$ cat config.mk
export PLATFORM = sky130hd
export DESIGN_NAME = fifo_drain_master_flat
export DESIGN_NICKNAME = d
export VERILOG_FILES = /design/src/rtl/fifo_drain_master_if.sv /design/src/rtl/fifo_drain_master.sv /design/src/flat_wrapper.sv
export SDC_FILE = /design/constraint.sdc
export NUM_CORES = 1
export LEC_CHECK = 0
export BUFFER_PORTS_ARGS = -buffer_cell sky130_fd_sc_hd__buf_4
export CAP_MARGIN = 20
export CORE_MARGIN = 3
export CORE_UTILIZATION = 54
export DETAILED_ROUTE_END_ITERATION = 12
export GPL_TIMING_DRIVEN = 0
export PLACE_DENSITY_LB_ADDON = 0.12
export SETUP_SLACK_MARGIN = 0.1
export SLEW_MARGIN = 25
export SYNTH_ARGS = -nofsm -noshare
export SYNTH_HDL_FRONTEND = slang
export SYNTH_SLANG_ARGS = --single-unit
$ cat constraint.sdc
create_clock -name clk -period 9.5 [get_ports clk]
set_input_delay 1.9 -clock clk [delete_from_list [all_inputs] [get_ports clk]]
set_output_delay 1.9 -clock clk [all_outputs]
set_load 0.02 [all_outputs]
$ cat src/rtl/fifo_drain_master_if.sv
// FIFO read port plus memory write-bus signals for fifo_drain_master.
// master = drain engine side; slave = FIFO/interconnect side.
interface fifo_drain_master_if #(
  parameter int DW     = 32,
  parameter int ADDR_W = 32
);
  logic              data_valid;
  logic [DW-1:0]     mstr0_data;
  logic              fifo_threshold;
  logic              mstr0_ready;
  logic              bus_req;
  logic [ADDR_W-1:0] bus_addr;
  logic [3:0]        bus_len;
  logic              bus_gnt;
  logic              bus_wvalid;
  logic [DW-1:0]     bus_wdata;
  logic              bus_wlast;
  logic              bus_wready;

  modport master (
    input  data_valid, mstr0_data, fifo_threshold, bus_gnt, bus_wready,
    output mstr0_ready, bus_req, bus_addr, bus_len, bus_wvalid, bus_wdata, bus_wlast
  );

  modport slave (
    output data_valid, mstr0_data, fifo_threshold, bus_gnt, bus_wready,
    input  mstr0_ready, bus_req, bus_addr, bus_len, bus_wvalid, bus_wdata, bus_wlast
  );
endinterface

$ cat src/rtl/fifo_drain_master.sv
// Drains the FWFT pixel FIFO into memory as address/data bursts.
// Optional FIFO_DRAIN_PERF_EN adds the stall_cycles counter output.
module fifo_drain_master #(
  parameter int DW        = 32,
  parameter int ADDR_W    = 32,
  parameter int BURST_LEN = 8
) (
  input  logic              clk,
  input  logic              rst,
  input  logic              start,
  input  logic [ADDR_W-1:0] base_addr,
  input  logic [15:0]       total_words,
  output logic              busy,
  output logic              done,
`ifdef FIFO_DRAIN_PERF_EN
  output logic [15:0]       stall_cycles,
`endif
  fifo_drain_master_if.master m
);

  typedef enum logic [2:0] {IDLE, WAIT, REQ, DATA, DONE} state_t;

  state_t            state;
  logic [ADDR_W-1:0] addr;
  logic [ADDR_W-1:0] req_addr;
  logic [15:0]       rem;
  logic [15:0]       rem_next;
  logic [3:0]        len;
  logic [3:0]        beat;
  logic              req;
  logic [4:0]        wait_blen;
  logic [4:0]        data_blen;
  logic              short_job;
  logic              trigger;
  logic              in_data;
  logic              fire;
  logic              last;

  always_comb begin
    short_job = rem < 16'(BURST_LEN);
    wait_blen = short_job ? rem[4:0] : 5'(BURST_LEN);
    data_blen = {1'b0, len} + 5'd1;
    rem_next  = rem - 16'(data_blen);
    trigger   = m.fifo_threshold | (short_job & m.data_valid);
    in_data   = (state == DATA);
    fire      = in_data & m.data_valid & m.bus_wready;
    last      = (beat == len);
  end

  assign m.mstr0_ready = in_data & m.bus_wready;
  assign m.bus_wvalid  = in_data & m.data_valid;
  assign m.bus_wdata   = in_data ? m.mstr0_data : '0;
  assign m.bus_wlast   = in_data & last;
  assign m.bus_req     = req;
  assign m.bus_addr    = req_addr;
  assign m.bus_len     = len;

  always_ff @(posedge clk or posedge rst) begin
    if (rst) begin
      state    <= IDLE;
      addr     <= '0;
      req_addr <= '0;
      rem      <= '0;
      len      <= '0;
      beat     <= '0;
      req      <= 1'b0;
      busy     <= 1'b0;
      done     <= 1'b0;
    end else begin
      case (state)
        IDLE: if (start) begin
          addr  <= base_addr;
          rem   <= total_words;
          busy  <= 1'b1;
          state <= (total_words == 16'd0) ? DONE : WAIT;
        end
        WAIT: if (trigger) begin
          len      <= 4'(wait_blen - 5'd1);
          req_addr <= addr;
          req      <= 1'b1;
          state    <= REQ;
        end
        REQ: if (m.bus_gnt) begin
          req   <= 1'b0;
          beat  <= '0;
          state <= DATA;
        end
        DATA: if (fire) begin
          beat <= beat + 4'd1;
          if (last) begin
            rem  <= rem_next;
            addr <= addr + ADDR_W'(data_blen) * ADDR_W'(DW / 8);
            if (rem_next == 16'd0) begin
              done  <= 1'b1;
              state <= DONE;
            end else begin
              state <= WAIT;
            end
          end
        end
        // Entered from DATA, done is already set; a zero-length job arrives
        // with done low and spends one extra DONE cycle raising it.
        DONE: if (!done) begin
          done <= 1'b1;
        end else begin
          done  <= 1'b0;
          busy  <= 1'b0;
          state <= IDLE;
        end
        default: state <= IDLE;
      endcase
    end
  end

`ifdef FIFO_DRAIN_PERF_EN
  always_ff @(posedge clk or posedge rst) begin
    if (rst) begin
      stall_cycles <= '0;
    end else if (state == IDLE && start) begin
      stall_cycles <= '0;
    end else if (in_data && !fire && stall_cycles != '1) begin
      stall_cycles <= stall_cycles + 16'd1;
    end
  end
`endif

endmodule

$ cat src/flat_wrapper.sv
// flat-port wrapper written by rule: the top's interface ports become plain ports
module fifo_drain_master_flat 
#(
  parameter int DW        = 32,
  parameter int ADDR_W    = 32,
  parameter int BURST_LEN = 8
)
  (clk, rst, start, base_addr, total_words, busy, done, m_data_valid, m_mstr0_data, m_fifo_threshold, m_bus_gnt, m_bus_wready, m_mstr0_ready, m_bus_req, m_bus_addr, m_bus_len, m_bus_wvalid, m_bus_wdata, m_bus_wlast);
  fifo_drain_master_if #(.DW(DW), .ADDR_W(ADDR_W)) m_i ();
  input  logic clk;
  input  logic rst;
  input  logic start;
  input  logic [ADDR_W-1:0] base_addr;
  input  logic [15:0] total_words;
  output logic busy;
  output logic done;
  input wire logic [$bits(m_i.data_valid)-1:0] m_data_valid;
  input wire logic [$bits(m_i.mstr0_data)-1:0] m_mstr0_data;
  input wire logic [$bits(m_i.fifo_threshold)-1:0] m_fifo_threshold;
  input wire logic [$bits(m_i.bus_gnt)-1:0] m_bus_gnt;
  input wire logic [$bits(m_i.bus_wready)-1:0] m_bus_wready;
  output wire logic [$bits(m_i.mstr0_ready)-1:0] m_mstr0_ready;
  output wire logic [$bits(m_i.bus_req)-1:0] m_bus_req;
  output wire logic [$bits(m_i.bus_addr)-1:0] m_bus_addr;
  output wire logic [$bits(m_i.bus_len)-1:0] m_bus_len;
  output wire logic [$bits(m_i.bus_wvalid)-1:0] m_bus_wvalid;
  output wire logic [$bits(m_i.bus_wdata)-1:0] m_bus_wdata;
  output wire logic [$bits(m_i.bus_wlast)-1:0] m_bus_wlast;
  assign m_i.data_valid = m_data_valid;
  assign m_i.mstr0_data = m_mstr0_data;
  assign m_i.fifo_threshold = m_fifo_threshold;
  assign m_i.bus_gnt = m_bus_gnt;
  assign m_i.bus_wready = m_bus_wready;
  assign m_mstr0_ready = m_i.mstr0_ready;
  assign m_bus_req = m_i.bus_req;
  assign m_bus_addr = m_i.bus_addr;
  assign m_bus_len = m_i.bus_len;
  assign m_bus_wvalid = m_i.bus_wvalid;
  assign m_bus_wdata = m_i.bus_wdata;
  assign m_bus_wlast = m_i.bus_wlast;
  fifo_drain_master #(.DW(DW), .ADDR_W(ADDR_W), .BURST_LEN(BURST_LEN)) u_core (.clk(clk), .rst(rst), .start(start), .base_addr(base_addr), .total_words(total_words), .busy(busy), .done(done), .m(m_i));
endmodule
==> run_results.csv, run 1 <==
group,metric,value,unit
clocking,cts_sinks,94,
yosys,synth_compound_area_share,17.42,%
power_and_ir_drop,pwr-share-comb,57.9,%
min_path,hold_end,"u_core.m.bus_addr[25]",
place,place.gp.congestion,0.9692,
floorplan,die-area,11720,µm²
clocking,cts_made_buffers,9,
power_and_ir_drop,p_sw,1.180,mW
yosys,synth_top_family_by_area,"simple AND/OR/NAND/NOR gates",
clocking,htreeDepth,3,
clocking,hold_buffers,0,
yosys,syn_nets,725,
yosys,synth_flop_cell,"dfrtp_1",
critical_path,path_max_fanout,3,
clocking,cts-resized-gates,0,
clocking,postCtsSetupBuffers,0,
yosys,synth.yosys.seq_area_share,41.66,%
critical_path,slowest_stage,"and3_1",
power_and_ir_drop,vdd_ir_drop_max,0.1664,mV
routing,drtPass1Iterations,6,
run,drv_cap,0,
yosys,synth-xor-area-share,2.637,%
routing,ant_nets,0,
clocking,cts.path.max_buffers,2,
yosys,synth-edff-count,0,
routing,wire_per_inst,19.58,µm
sta,fin_tns_setup,0,ns
power_and_ir_drop,power,2.517,mW
yosys,avgSynthCellArea,9.064,µm²
sta,worst_slew_pin_slew,0.8344,ns
power_and_ir_drop,p_leak,3.303,nW
critical_path,crit_top_cell,"buf_4",
critical_path,r2r-end,"u_core.addr[23]",
yosys,ys_seq_elements,94,
min_path,hold_depth,1,
critical_path,cp-start-kind,"input port",
power_and_ir_drop,power_per_cell_area,346.2,nW/µm²
sta,hold_viol,0,
floorplan,top_level_ports,161,
sta,fmax,233.9,MHz
sta,holdWs,0.4990,ns
critical_path,path_class,"input port to primary output",
layout,area_delta_synth_final,28.74,%
clocking,cts-root-buf,"clkbuf_8",
critical_path,r2r_start,"u_core.m.bus_len[0]",
yosys,synth.mux.area_fraction,7.312,%
run_status,status,"finished, final reports clean",
sta,maxSlewHeadroom,44.26,%
clocking,cts_tree,"built",
yosys,synth_fa_ha_area_share,3.590,%
critical_path,ff2ff_path_depth,9,
power_and_ir_drop,swShare,46.89,%
sta,slew_viol_final,0,
yosys,synthSimpleGateAreaFrac,22.96,%
yosys,syn_area,5647,µm²
place,port_buffers,160,
routing,viasPerCell,6.126,
power_and_ir_drop,seq_power_share,29.9,%
critical_path,worstPathRequired,7.60,ns
place,hpwl,13490,µm
layout,finalNetCount,897,
sta,finalClockSkew,0.009288,ns
floorplan,core_area,9955,µm²
routing,drc,0,
min_path,min-delay-start,"u_core.m.bus_addr[25]",
clocking,clkLatencyLatePin,0.38,ns
layout,drive_gt1_share,29.50,%
sta,post-route-min-period,4.276,ns
routing,drt-initial-drc-count,633,
critical_path,cp_cell_sequence,"buf_4 > and3_1 > buf_4",
floorplan,start_util,56.72,%
yosys,synthArstFlopShare,100.0,%
critical_path,max_stage_delay,0.19,ns
grt,grt_pass1_wl,28130,µm
power_and_ir_drop,clkPwrFrac,12.2,%
grt,grt_max_degree,53,
critical_path,rrSetupSlack,6.18,ns
sta,setup_viol_count_final,0,
yosys,synthesis.instances,623,
grt,first_global_vias,5528,
routing,drt_wl_total,18270,µm
critical_path,crit_path_end_kind,"primary output",
sta,rsz0062_at_grt,"no",
critical_path,cp_top_family,"buffers and inverters",
power_and_ir_drop,internal_power,1.337,mW
yosys,synthDistinctLibCells,63,
clocking,clk_pin_slew_worst_paths,0.09,ns
floorplan,die_y,108.3,µm
grt,track_usage,31.09,%
grt,grt_overflow_total,0,
critical_path,critPathLaunch,"m_data_valid",
critical_path,path_buf_inv,2,
layout,antenna_cells,0,
min_path,hold_class,"register to register",
sta,post-route-period-util,45.01,%
routing,vias,5716,
floorplan,fp.dieW,108.3,µm
critical_path,critPathArrivalTime,2.38,ns
grt,antenna_found_initial,0,
floorplan,rows,36,
yosys,yosysWarnings,0,
-- worst max-delay path by stage --
stage,end,slack [ns],cells after the start
floorplan,u_core.addr[0],5.15,1
global placement,u_core.m.bus_req,4.01,2
detailed placement,m_bus_wvalid,5.23,3
CTS,m_bus_wvalid,5.23,3
global route,m_bus_wvalid,5.22,3
finish,m_bus_wvalid,5.22,3
-- registers in the layout (all words and copies together), names as in the netlist --
signal / flops
u_core.addr: 32
u_core.m.bus_addr: 32
u_core.rem: 16
u_core.beat: 4
u_core.m.bus_len: 4
u_core.state: 3
u_core.busy: 1
u_core.done: 1
u_core.m.bus_req: 1
-- worst reg2reg max path, delay by kind of cell, from the launching register on --
family	cells	cell delay [ns]
AOI/OAI and AO/OA	5	1.38
adders and majority gates	2	0.71
buffers and inverters	1	0.51
DFF	1	0.45
and+or+nand+nor	1	0.16
-- kinds of logic after synthesis --
| group | after synthesis |
|---|---|
| xor gates and xnor gates | 17 |
| DFF | 94 |
| muxes | 37 |
| buffers and inverters | 55 |
| adders and majority gates | 15 |
| AOI/OAI and AO/OA | 156 |
| and+or+nand+nor | 249 |
-- synth_stat cells, types with 8 or more instances --
| library cell | n | area (µm²) |
|---|---|---|
| nand3_1 | 18 | 90.09 |
| dfrtp_1 | 94 | 2352 |
| nor2b_1 | 8 | 50.05 |
| nor2_1 | 51 | 191.4 |
| a31oi_1 | 9 | 56.30 |
| xnor2_1 | 10 | 87.58 |
| buf_2 | 11 | 55.05 |
| o21ai_0 | 36 | 180.2 |
| a21oi_1 | 46 | 230.2 |
| nand4_1 | 11 | 68.82 |
| ha_1 | 13 | 162.7 |
| o22ai_1 | 11 | 68.82 |
| mux2_2 | 31 | 349.1 |
| clkbuf_1 | 25 | 93.84 |
| inv_1 | 15 | 56.30 |
| nor3_1 | 21 | 105.1 |
| nand2_1 | 65 | 244.0 |
| and3_1 | 39 | 244.0 |
| nor4_1 | 9 | 56.30 |
-- through the flow --
step                      utilization [%]  cell area, µm²  std cells  setup slack, ns
final                               73.03            7269        933            5.224
after global routing                73.03            7269        933            5.219
after CTS                           73.03            7269        933            5.231
after detailed placement            70.71            7039        917            5.231
after global placement              70.46            7014        916            4.007
after floorplan                         -            5647        623            5.151
-- layout by cell type, fill, tap and decap left out, drive strengths merged, types with 11 or more instances in the layout --
master,count
buf,176
nand2,65
nand3,20
and3,40
o21ai,38
dfrtp,94
nor3,23
ha,13
clkbuf,35
a21oi,47
nand4,11
mux2,34
nor2,51
o22ai,11
inv,16
-- per-layer routing --
layer	up-vias	wire length (µm)	track usage (%)
met5	-	0	0
met1	2724	7275	41.85
li1	2610	-	-
met2	334	8833	49.91
met3	48	1636	5.075
met4	0	519	13.35
-- power groups by stage --
stage          clock network [mW]  logic, mW  registers [mW]
2_1_floorplan                   0      0.896           0.790
3_3_place_gp                    0       1.39           0.742
3_5_place_dp                    0       1.43           0.753
4_1_cts                     0.307       1.44           0.747
5_1_grt                     0.326       1.58           0.776
6_report                    0.307       1.46           0.752
-- cell type report --
class	instances	area, µm²
fillers	756	2685
flip-flops and latches	94	2352
clock buffers	10	137.6
repair buffers	161	1221
multi-input cells	474	3044
inverters	15	61.31
plain buffers	40	193.9
clock inverters	6	92.59
well taps	133	166.4
No activity file was read; power rests on OpenSTA's default activity.
==> run 2: changes to the inputs <==
- CORE_UTILIZATION: 54 -> 53
- clock period: 9.5 -> 4.4 ns (I/O delays scaled with it)
==> run 2 against run 1 <==
Non-clock buffer count unchanged. Critical path depth increased by 8. Worst hold slack got worse by 0.021 ns. Clock skew increased by 0.0043 ns. Final area decreased by 0.43%. Sequential share of layout area increased by 0.14 points. Via count decreased by 1.5%. Largest power group unchanged. Sequential cell count unchanged. Total power increased by 110%. First-iteration DRC count decreased by 14%.
==> run_results.csv, run 2 (synthesized netlist as in run 1, its figures left out) <==
group,metric,value,unit
floorplan,die_y,109.2,µm
sta,worst_slew_pin_slew,0.7453,ns
sta,slew_viol_final,0,
power_and_ir_drop,p_leak,3.288,nW
critical_path,path_class,"register to register",
critical_path,max_stage_delay,0.45,ns
routing,vias,5630,
sta,finalClockSkew,0.01359,ns
clocking,clk_pin_slew_worst_paths,0.10,ns
grt,antenna_found_initial,0,
critical_path,cp-start-kind,"register",
layout,area_delta_synth_final,28.19,%
layout,fillers,831,
layout,antenna_cells,0,
grt,grt_overflow_total,0,
sta,post-route-min-period,3.378,ns
critical_path,worstPathRequired,4.67,ns
clocking,cts-resized-gates,0,
routing,drt_wl_total,17930,µm
sta,hold_viol,0,
layout,final_cell_mix,"160 x buf_4, 94 x dfrtp_1, 65 x nand2_1",
power_and_ir_drop,vdd_ir_drop_max,0.4104,mV
sta,post-route-period-util,76.77,%
layout,multi_input_comb_area,3044,µm²
floorplan,rows,37,
power_and_ir_drop,p_sw,2.542,mW
grt,grt_max_degree,55,
sta,maxSlewHeadroom,50.21,%
floorplan,core_area,10320,µm²
grt,track_usage,30.12,%
clocking,cts_tree,"built",
critical_path,path_max_fanout,5,
place,dp.cells,920,
run,drv_cap,0,
routing,ant_nets,0,
place,place.gp.congestion,0.9289,
layout,drive_gt1_share,29.20,%
floorplan,start_util,54.70,%
routing,viasPerCell,6.028,
min_path,hold_class,"input port to async pin",
layout,seqCellArea,2352,µm²
routing,drtPass1Iterations,5,
power_and_ir_drop,seq_power_share,30.3,%
power_and_ir_drop,pwr-share-comb,58.8,%
clocking,htreeDepth,3,
floorplan,top_level_ports,161,
routing,drt-initial-drc-count,543,
place,port_buffers,160,
critical_path,cp_cell_sequence,"ha_1 > xor2_1 > inv_1 > ha_1 > nor2b_1 > o31a_1 > nor2_1 > xor2_1 > nor4_1 > nand3_1 > a211o_1",
clocking,hold_buffers,0,
critical_path,crit_path_end_kind,"register",
layout,finalNetCount,897,
layout,instances_no_fill,934,
critical_path,critPathArrivalTime,3.65,ns
grt,grt_pass1_wl,27810,µm
layout,layout_commonest_cell,"buf_4",
sta,rsz0062_at_grt,"no",
sta,fmax,296.1,MHz
run_status,status,"finished, final reports clean",
clocking,cts-root-buf,"clkbuf_8",
clocking,cts_made_buffers,9,
power_and_ir_drop,clkPwrFrac,10.9,%
clocking,clkLatencyLatePin,0.39,ns
sta,setup_viol_count_final,0,
critical_path,slowest_stage,"dfrtp_1",
routing,wire_per_inst,19.20,µm
power_and_ir_drop,power_per_cell_area,740.8,nW/µm²
floorplan,die-area,11930,µm²
clocking,cts_sinks,94,
place,hpwl,13280,µm
routing,drc,0,
clocking,cts.path.max_buffers,2,
floorplan,fp.dieW,109.2,µm
clocking,postCtsSetupBuffers,0,
power_and_ir_drop,internal_power,2.820,mW
power_and_ir_drop,power,5.362,mW
grt,first_global_vias,5493,
power_and_ir_drop,swShare,47.40,%
layout,final_core_util,70.11,%
[run 2: metal layers]
layer  track usage (%)  wire (µm)  part of all wire (%)
met1             41.71       7558                    42
met5                 0          0                     0
met3             4.677       1318                   7.3
met2             47.89       8679                    48
met4             11.31        376                   2.1
[run 2: path summary, 6_finish.rpt]
| path | start | to | slack [ns] | cells past startpoint |
|---|---|---|---|---|
| worst max register to register | u_core.m.bus_len[0] | u_core.state[0] | 1.02 | 11 |
| worst min register to register | u_core.m.bus_addr[30] | u_core.m.bus_addr[30] | 0.49 | 1 |
| max in group asynchronous | rst | u_core.beat[0] | 3.31 | 3 |
| min in group clk | u_core.m.bus_addr[30] | u_core.m.bus_addr[30] | 0.49 | 1 |
| worst min-delay path | rst | u_core.m.bus_addr[9] | 0.48 | 2 |
| worst max-delay path | u_core.m.bus_len[0] | u_core.state[0] | 1.02 | 11 |
[run 2: power groups by stage]
stage | sequential, mW | clock (mW) | combinational, mW
6_report | 1.62 | 0.586 | 3.15
3_5_place_dp | 1.62 | 0 | 3.10
5_1_grt | 1.67 | 0.623 | 3.44
3_3_place_gp | 1.60 | 0 | 3.03
2_1_floorplan | 1.71 | 0 | 1.94
4_1_cts | 1.61 | 0.588 | 3.13
[run 2: cell type report]
type	instances	share of cell area [%]
Sequential cell	94	32.50
Multi-Input combinational cell	474	42.06
Buffer	40	2.679
Tap cell	136	2.351
Clock inverter	3	0.6396
Timing Repair Buffer	161	16.97
Clock buffer	11	1.953
Inverter	15	0.8470
[run 2: per-stage QoR]
| stage | cell area, µm² | worst slack, ns | setup TNS, ns | hold slack [ns] |
|---|---|---|---|---|
| after global routing | 7238 | 0.8285 | 0 | 0.5039 |
| final | 7238 | 1.022 | 0 | 0.4780 |
| after global placement | 7018 | -0.06341 | -5.244 | 0.4729 |
| after floorplan | 5647 | 1.071 | 0 | 0.4723 |
| after detailed placement | 7051 | 1.140 | 0 | 0.4759 |
| after CTS | 7238 | 1.074 | 0 | 0.4951 |
[run 2: worst max-delay path, delay by kind of cell, from the launching register on]
kind	cells	cell delay [ns]
buffers and inverters	1	0.08
XOR/XNOR	2	0.40
AND/OR/NAND/NOR	4	1.10
adder cells (fa/ha/maj)	2	0.59
flip-flops	1	0.45
AO/OA/AOI/OAI	2	0.65
==> run 3: changes to the inputs <==
- clock period: 4.4 -> 3.2 ns (I/O delays scaled with it)
==> run 3 against run 2 <==
Combinational power increased by 44%. Non-clock buffer count up 9. Critical endpoint unchanged. Count of clock-buffer cells in the layout unchanged. Total power rose by 41%.
==> run_results.csv, run 3 (synthesized netlist as in run 1, its figures left out) <==
group,metric,value,unit
clocking,cts-root-buf,"clkbuf_8",
floorplan,top_level_ports,161,
critical_path,path_max_fanout,5,
routing,drt_wl_total,18230,µm
layout,drive_gt1_share,31.85,%
clocking,cts_tree,"built",
critical_path,ff2ff_path_depth,12,
power_and_ir_drop,power,7.585,mW
place,place.gp.congestion,0.9289,
grt,first_global_vias,5531,
clocking,htreeDepth,3,
power_and_ir_drop,power_per_cell_area,1026,nW/µm²
sta,holdWs,0.2452,ns
critical_path,crit_path_end_kind,"register",
run,drv_cap,0,
grt,grt_pass1_wl,27930,µm
critical_path,path_buf_inv,2,
sta,post-route-period-util,92.26,%
sta,rsz0062_at_grt,"no",
place,placed_cell_area,7051,µm²
place,hpwl,13280,µm
layout,antenna_cells,0,
routing,viasPerCell,6.019,
layout,fillers,813,
floorplan,start_util,54.70,%
sta,worst_slew_pin_slew,0.6614,ns
critical_path,cp_cell_sequence,"ha_4 > xor2_2 > inv_1 > ha_4 > nor2b_2 > o31a_1 > buf_4 > nor2_4 > xor2_1 > nor4_2 > nand3_1 > a211o_1",
sta,setup_viol_count_final,0,
routing,drt-initial-drc-count,468,
grt,track_usage,30.26,%
floorplan,fp.dieW,109.2,µm
sta,fmax,338.7,MHz
clocking,clk_pin_slew_worst_paths,0.09,ns
layout,finalNetCount,906,
critical_path,crit_top_cell,"ha_4",
critical_path,cp.depth,12,
sta,maxSlewHeadroom,55.91,%
layout,area_delta_synth_final,30.87,%
sta,postLayoutSetupSlackWorst,0.2475,ns
clocking,cts_sinks,94,
clocking,cts.path.max_buffers,2,
floorplan,die_y,109.2,µm
critical_path,critPathLaunch,"u_core.m.bus_len[1]",
place,pre_cts_ws,-0.06036,ns
critical_path,crit_path_end,"u_core.state[0]",
sta,post-route-min-period,2.952,ns
critical_path,max_stage_delay,0.46,ns
min_path,hold_class,"input port to async pin",
routing,vias,5676,
critical_path,r2r-end,"u_core.state[0]",
layout,design_area,7390,µm²
routing,ant_nets,0,
critical_path,path_class,"register to register",
sta,fin_tns_setup,0,ns
routing,drc,0,
critical_path,worstPathRequired,3.47,ns
clocking,cts_made_buffers,9,
routing,drtPass1Iterations,6,
grt,antenna_found_initial,0,
critical_path,cp-start-kind,"register",
floorplan,die-area,11930,µm²
clocking,clkLatencyLatePin,0.38,ns
run_status,status,"finished, final reports clean",
sta,hold_viol,0,
critical_path,slowest_stage,"dfrtp_2",
critical_path,cp_top_family,"simple AND/OR/NAND/NOR gates",
critical_path,r2r_start,"u_core.m.bus_len[1]",
floorplan,rows,37,
sta,slew_viol_final,0,
place,port_buffers,160,
layout,instances_no_fill,943,
power_and_ir_drop,vdd_ir_drop_max,0.5671,mV
floorplan,core_area,10320,µm²
critical_path,rrSetupSlack,0.25,ns
layout,layout_commonest_cell,"buf_4",
power_and_ir_drop,p_leak,3.342,nW
routing,wire_per_inst,19.33,µm
grt,grt_overflow_total,0,
place,dp.cells,920,
grt,grt_max_degree,55,
critical_path,critPathArrivalTime,3.23,ns
sta,finalClockSkew,0.01139,ns
layout,final_core_util,71.58,%
layout,final_cell_mix,"169 x buf_4, 91 x dfrtp_1, 65 x nand2_1",
-- run 3: power breakdown --
part	switching [mW]	total [mW]	internal, mW
Sequential	0.526	2.24	1.71
Clock	0.429	0.805	0.376
Combinational	2.61	4.54	1.93
Total	3.57	7.59	4.02
-- run 3: worst min-delay path by stage --
stage / start / to / slack [ns] / cells after the start
final: rst / u_core.m.bus_addr[9] / 0.25 / 2
after global routing: rst / u_core.m.bus_addr[9] / 0.26 / 2
after CTS: rst / u_core.m.bus_addr[9] / 0.26 / 2
after detailed placement: u_core.m.bus_req / u_core.m.bus_req / 0.48 / 1
after global placement: u_core.m.bus_req / u_core.m.bus_req / 0.47 / 1
after floorplan: u_core.addr[4] / u_core.addr[4] / 0.47 / 2
-- run 3: timing repair --
| action | CTS | global route |
|---|---|---|
| setup buffers | 0 | 9 |
| gates resized for setup | 6 | 14 |
| pin swaps | 0 | 8 |
| cloned | 0 | 0 |
| hold buffers | 0 | 0 |
| setup endpoints to repair | 4 | 16 |
-- run 3: cell type report --
cell class                      instances  area, µm²  area share [%]
Sequential cell                        94       2356           31.88
Clock inverter                          3      46.29          0.6265
Multi-Input combinational cell        474       3123           42.26
Timing Repair Buffer                  170       1296           17.54
Clock buffer                           11      141.4           1.913
Inverter                               15      61.31          0.8297
Tap cell                              136      170.2           2.303
Buffer                                 40      195.2           2.641
-- run 3: layer usage --
layer	share of wire, %	up-vias	global-route usage [%]	wire length (µm)
li1	-	2634	-	-
met1	43	2764	41.87	7794
met2	49	247	48.16	8867
met3	6.6	31	4.677	1211
met4	1.9	0	11.40	351
met5	0	-	0	0
